## config.mk

```make
export PLATFORM = sky130hd
export DESIGN_NAME = movement
export DESIGN_NICKNAME = d
export VERILOG_FILES = /design/src/rtl/movement.sv
export SDC_FILE = /design/constraint.sdc
export NUM_CORES = 1
export LEC_CHECK = 0
export ABC_AREA = 1
export CAP_MARGIN = 20
export CORE_ASPECT_RATIO = 0.75
export CORE_MARGIN = 2
export CORE_UTILIZATION = 30
export CTS_CLUSTER_SIZE = 16
export DETAILED_ROUTE_END_ITERATION = 6
export PLACE_DENSITY = 0.53
export REMOVE_ABC_BUFFERS = 1
export SLEW_MARGIN = 30
export SYNTH_ARGS = -nofsm -noshare
export SYNTH_HDL_FRONTEND = slang
export SYNTH_SLANG_ARGS = --single-unit
```

## constraint.sdc

```tcl
create_clock -name CLK -period 2.49 [get_ports CLK]
set_input_delay 0.3735 -clock CLK [delete_from_list [all_inputs] [get_ports CLK]]
set_output_delay 0.3735 -clock CLK [all_outputs]
set_load 0.01 [all_outputs]
```

## src/rtl/movement.sv

```systemverilog
// ---------------------------------------------------------------------------
// movement -- three-floor elevator motion and door controller.
//
// Latches floor requests from the car panel and the hall panel, moves the car
// one floor per TRAVEL_CYCLES clocks, and opens the doors for DOOR_CYCLES
// clocks at every requested floor in travel order.
//
// Ports
//   CLK            in   rising-edge clock
//   RST            in   synchronous, active-high reset
//   interior_panel in   [2:0] car-panel requests, bit n = floor n
//   exterior_panel in   [2:0] hall-call requests, bit n = floor n
//   engine         out  [1:0] registered motor command: 00 stop, 01 up, 10 down
//   doors          out  [2:0] registered door command, one-hot on the current
//                              floor while open, 000 otherwise
// ---------------------------------------------------------------------------
module movement #(
    parameter int unsigned TRAVEL_CYCLES = 4,
    parameter int unsigned DOOR_CYCLES   = 3
) (
    input  logic       CLK,
    input  logic       RST,
    input  logic [2:0] interior_panel,
    input  logic [2:0] exterior_panel,
    output logic [1:0] engine,
    output logic [2:0] doors
);

    typedef enum logic [1:0] {
        IDLE      = 2'd0,
        MOVE_UP   = 2'd1,
        MOVE_DOWN = 2'd2,
        DOOR_OPEN = 2'd3
    } state_t;

    typedef enum logic [1:0] {
        DIR_NONE = 2'd0,
        DIR_UP   = 2'd1,
        DIR_DOWN = 2'd2
    } dir_t;

    localparam logic [7:0] TRAVEL_LAST = 8'(TRAVEL_CYCLES - 1);
    localparam logic [7:0] DOOR_LAST   = 8'(DOOR_CYCLES - 1);

    state_t     state, state_nx;
    dir_t       last_dir, last_dir_nx;
    logic [1:0] floor, floor_nx;
    logic [2:0] pending, pending_nx;
    logic [7:0] move_cnt, move_cnt_nx;
    logic [7:0] door_cnt, door_cnt_nx;
    logic [1:0] engine_nx;
    logic [2:0] doors_nx;

    logic       req_here, req_above, req_below;
    logic [1:0] floor_up, floor_down;

    function automatic logic [2:0] onehot(input logic [1:0] f);
        return 3'b001 << f;
    endfunction

    function automatic logic [2:0] above_mask(input logic [1:0] f);
        case (f)
            2'd0:    return 3'b110;
            2'd1:    return 3'b100;
            default: return 3'b000;
        endcase
    endfunction

    function automatic logic [2:0] below_mask(input logic [1:0] f);
        case (f)
            2'd0:    return 3'b000;
            2'd1:    return 3'b001;
            default: return 3'b011;
        endcase
    endfunction

    always_ff @(posedge CLK) begin
        if (RST) begin
            state    <= IDLE;
            last_dir <= DIR_NONE;
            floor    <= '0;
            pending  <= '0;
            move_cnt <= '0;
            door_cnt <= '0;
            engine   <= '0;
            doors    <= '0;
        end else begin
            state    <= state_nx;
            last_dir <= last_dir_nx;
            floor    <= floor_nx;
            pending  <= pending_nx;
            move_cnt <= move_cnt_nx;
            door_cnt <= door_cnt_nx;
            engine   <= engine_nx;
            doors    <= doors_nx;
        end
    end

    always_comb begin
        state_nx    = state;
        last_dir_nx = last_dir;
        floor_nx    = floor;
        move_cnt_nx = move_cnt;
        door_cnt_nx = door_cnt;

        // Decisions look only at the registered pending vector.
        req_here   = |(pending & onehot(floor));
        req_above  = |(pending & above_mask(floor));
        req_below  = |(pending & below_mask(floor));
        // Saturating neighbours keep the floor register inside 0..2 even
        // if a move state were somehow reached at a boundary.
        floor_up   = (floor == 2'd2) ? 2'd2 : floor + 2'd1;
        floor_down = (floor == 2'd0) ? 2'd0 : floor - 2'd1;

        case (state)
            IDLE: begin
                if (req_here) begin
                    state_nx    = DOOR_OPEN;
                    door_cnt_nx = '0;
                end else if (req_above && (!req_below || last_dir != DIR_DOWN)) begin
                    state_nx    = MOVE_UP;
                    move_cnt_nx = '0;
                    last_dir_nx = DIR_UP;
                end else if (req_below) begin
                    state_nx    = MOVE_DOWN;
                    move_cnt_nx = '0;
                    last_dir_nx = DIR_DOWN;
                end
            end

            MOVE_UP: begin
                if (move_cnt == TRAVEL_LAST) begin
                    move_cnt_nx = '0;
                    floor_nx    = floor_up;
                    if (|(pending & onehot(floor_up))) begin
                        state_nx    = DOOR_OPEN;
                        door_cnt_nx = '0;
                    end else if (!(|(pending & above_mask(floor_up)))) begin
                        state_nx = IDLE;
                    end
                end else begin
                    move_cnt_nx = move_cnt + 8'd1;
                end
            end

            MOVE_DOWN: begin
                if (move_cnt == TRAVEL_LAST) begin
                    move_cnt_nx = '0;
                    floor_nx    = floor_down;
                    if (|(pending & onehot(floor_down))) begin
                        state_nx    = DOOR_OPEN;
                        door_cnt_nx = '0;
                    end else if (!(|(pending & below_mask(floor_down)))) begin
                        state_nx = IDLE;
                    end
                end else begin
                    move_cnt_nx = move_cnt + 8'd1;
                end
            end

            DOOR_OPEN: begin
                if (door_cnt == DOOR_LAST) begin
                    state_nx    = IDLE;
                    door_cnt_nx = '0;
                end else begin
                    door_cnt_nx = door_cnt + 8'd1;
                end
            end

            default: state_nx = IDLE;
        endcase

        // The serviced floor's bit is masked on the entry edge, throughout the
        // open period and on the closing edge, so presses there are absorbed.
        pending_nx = pending | interior_panel | exterior_panel;
        if (state == DOOR_OPEN || state_nx == DOOR_OPEN) begin
            pending_nx = pending_nx & ~onehot(floor_nx);
        end

        case (state_nx)
            MOVE_UP:   engine_nx = 2'b01;
            MOVE_DOWN: engine_nx = 2'b10;
            default:   engine_nx = 2'b00;
        endcase
        doors_nx = (state_nx == DOOR_OPEN) ? onehot(floor_nx) : 3'b000;
    end

endmodule

```

==> reports/qor.yml <==
outcome: "finished, final reports clean"
synthXorXnorAreaFrac_pct: 2.446
synth_enable_flop_cells: 0
crit_start: "floor[0]$_SDFF_PP0_"
clk_path_buf_depth: 2
grt_pass1_vias: 1429
start_util_pct: 30.89
clkPwrFrac_pct: 22.8
synth_common_cells: "65 x nand2_1, 42 x inv_1, 30 x dfxtp_1, 30 x nor2_1, 16 x a21oi_1"
cp-start-kind: "flop"
vias: 1584
synth_top_cell_by_area: "dfxtp_1"
antenna_found_initial: 0
antenna_cells: 0
clock_skew_ns: 0.009783
mappedNetlistArea_um2: 1790
setup_violations: 0
synth-adder-area-share_pct: 9.783
synth_cells: 262
p_int_mw: 1.056
critPathCaptureType: "flop"
routed_via_density: 4.400
cp.arrival_ns: 2.25
finalNonFillerCells: 360
switching_share_pct: 42.77
clock_latency_ns: 0.28
cts_tree: "built"
p_leak_nw: 0.9506
clkTransAtPathRegs_ns: 0.07
period_needed_ns: 2.097
die_area_um2: 6609
drt_iter0_drc: 54
p_switching_mw: 0.7893
ios: 13
clock.fmax_ghz: 0.4768
grt_usage_pct: 12.64
drc: 0
routed_wl_um: 3794
synthArstFlopShare_pct: 0
hold_start: "last_dir[1]$_SDFFE_PP0P_"
final.setup.tns_ns: 0
finalCritPeriodShare_pct: 84.23
hold_viol: 0
grt_pass1_wl_um: 6541
rsz0062_at_grt: "no"
hold_buffers: 0
path_class: "reg2reg"
cts_htree_levels: 2
synth_area_per_cell_um2: 6.834
final_core_util_pct: 36.36
post-cts-setup-buffers: 0
peakVddDrop_uv: 404.2
slew_viol_final: 0
slew-limit-headroom_pct: 75.15
synth_compound_area_share_pct: 14.33
wl_per_cell_um: 10.54
r2r-start: "floor[0]$_SDFF_PP0_"
seqPwrFrac_pct: 33.0
layout-drive-gt1-share_pct: 9.220
cts_buffers: 5
p_per_area_nw_per_um2: 875.9
cts_sinks: 30
power_mw: 1.846
dpl.hpwl_um: 2889
layout.nets: 303
combPwrFrac_pct: 44.2
io_buffers: 12
drv_cap: 0
synthSimpleGateAreaFrac_pct: 29.91
num_rows: 24
worst_slew_pin_slew_ns: 0.3704
post_cts_resized: 0
grt_max_degree: 11
core_area_um2: 5796
synthMuxAreaShare_pct: 0
synthTopCellsByArea: "dfxtp_1 34%, nand2_1 14%, ha_1 9.8%"
seq_area_frac_synth_pct: 33.54
ys_ff_latch: 30
area_delta_synth_final_pct: 17.68
reg2reg_depth: 12
ys_types: 28
dr.pass1.iters: 5
ys_warn_count: 0
synth_most_common_cell: "nand2_1"
root_buffer: "clkbuf_8"
path_max_fanout: 9
synth_top_family_by_area: "simple AND/OR/NAND/NOR gates"
placedCellCount: 352
fp.dieH_um: 70.91
synthFlopType: "dfxtp_1"
ant_nets: 0
place_congestion: 0.7956
whs_path_depth: 2
die_w_um: 93.21
grt_overflow: 0
netlist.area_leader.share_pct: 33.54
hold_path.class: "reg2reg"
cp_data_required_time_ns: 2.64
-- per-layer routing --
metal | vias to the layer above | part of all wire (%) | global-route usage (%) | routed length [um]
met2 | 34 | 39 | 17.47 | 1484
li1 | 863 | - | - | -
met4 | 0 | 1.1 | 4.902 | 42
met5 | - | 0 | 0 | 0
met3 | 5 | 5.5 | 3.727 | 208
met1 | 682 | 54 | 18.37 | 2057
-- power groups by stage --
stage / clock [mW] / combinational [mW] / sequential (mW)
2_1_floorplan: 0 / 0.615 / 0.614
3_3_place_gp: 0 / 0.827 / 0.620
3_5_place_dp: 0 / 0.819 / 0.617
4_1_cts: 0.432 / 0.825 / 0.608
5_1_grt: 0.455 / 0.928 / 0.619
6_report: 0.420 / 0.817 / 0.609
-- per-stage QoR --
stage | worst slack [ns] | area (um^2) | hold slack (ns)
after floorplan | 0.6559 | 1787 | 0.4426
after global placement | 0.4874 | 2012 | 0.4830
after detailed placement | 0.4005 | 2012 | 0.4717
after CTS | 0.3879 | 2107 | 0.4851
after global routing | 0.1148 | 2107 | 0.5108
final | 0.3926 | 2107 | 0.4859
-- critical path, cell delays in order (launching register included) --
cell	delay [ns]
dfxtp_1	0.41
inv_1	0.11
ha_1	0.26
nor2_1	0.16
nand2_1	0.11
nand2_2	0.10
o21ai_2	0.09
a21oi_4	0.27
inv_4	0.09
o21ai_2	0.20
inv_1	0.06
nand2_1	0.06
a21oi_1	0.03
-- sequential cells by signal, indices dropped and copies added (netlist names) --
register  cells
door_cnt      8
doors         3
engine        2
floor         2
last_dir      2
move_cnt      8
pending       3
state         2
-- placed cells by master (no fill, tap or decap), types with 2 or more instances in the layout --
| cell type | n |
|---|---|
| a211oi_1 | 2 |
| o21ai_2 | 3 |
| nand2_2 | 4 |
| nor3_1 | 6 |
| o21ai_0 | 6 |
| xor2_1 | 5 |
| clkdlybuf4s50_1 | 12 |
| nor2_1 | 30 |
| nand2_1 | 65 |
| clkbuf_8 | 6 |
| inv_2 | 2 |
| a21oi_1 | 16 |
| o31ai_1 | 3 |
| a21oi_2 | 3 |
| nand3_1 | 15 |
| inv_1 | 42 |
| ha_1 | 14 |
| o21ai_1 | 4 |
| dfxtp_1 | 30 |
| nor3b_2 | 2 |
-- area by class of cell --
cell class              count  area (um^2)
repair buffers             13        127.6
fillers                   609         3689
inverters                  46        175.2
clock inverters             2        12.51
clock buffers               6        82.58
flip-flops and latches     30        600.6
multi-input cells         185         1011
well taps                  78        97.59
-- kinds of logic after synthesis --
group / count (synthesis)
compound gates: 41
xor+xnor: 5
fa+ha+maj: 14
buf+inv: 47
flops: 30
simple gates: 125
-- path summary, 6_finish.rpt --
check	endpoint	slack, ns
hold reg to reg	last_dir[1]$_SDFFE_PP0P_	0.49
setup reg to reg	move_cnt[3]$_SDFFE_PP0P_	0.39
hold / removal	last_dir[1]$_SDFFE_PP0P_	0.49
setup / recovery	move_cnt[3]$_SDFFE_PP0P_	0.39
Power figures use the tool's default switching activity.
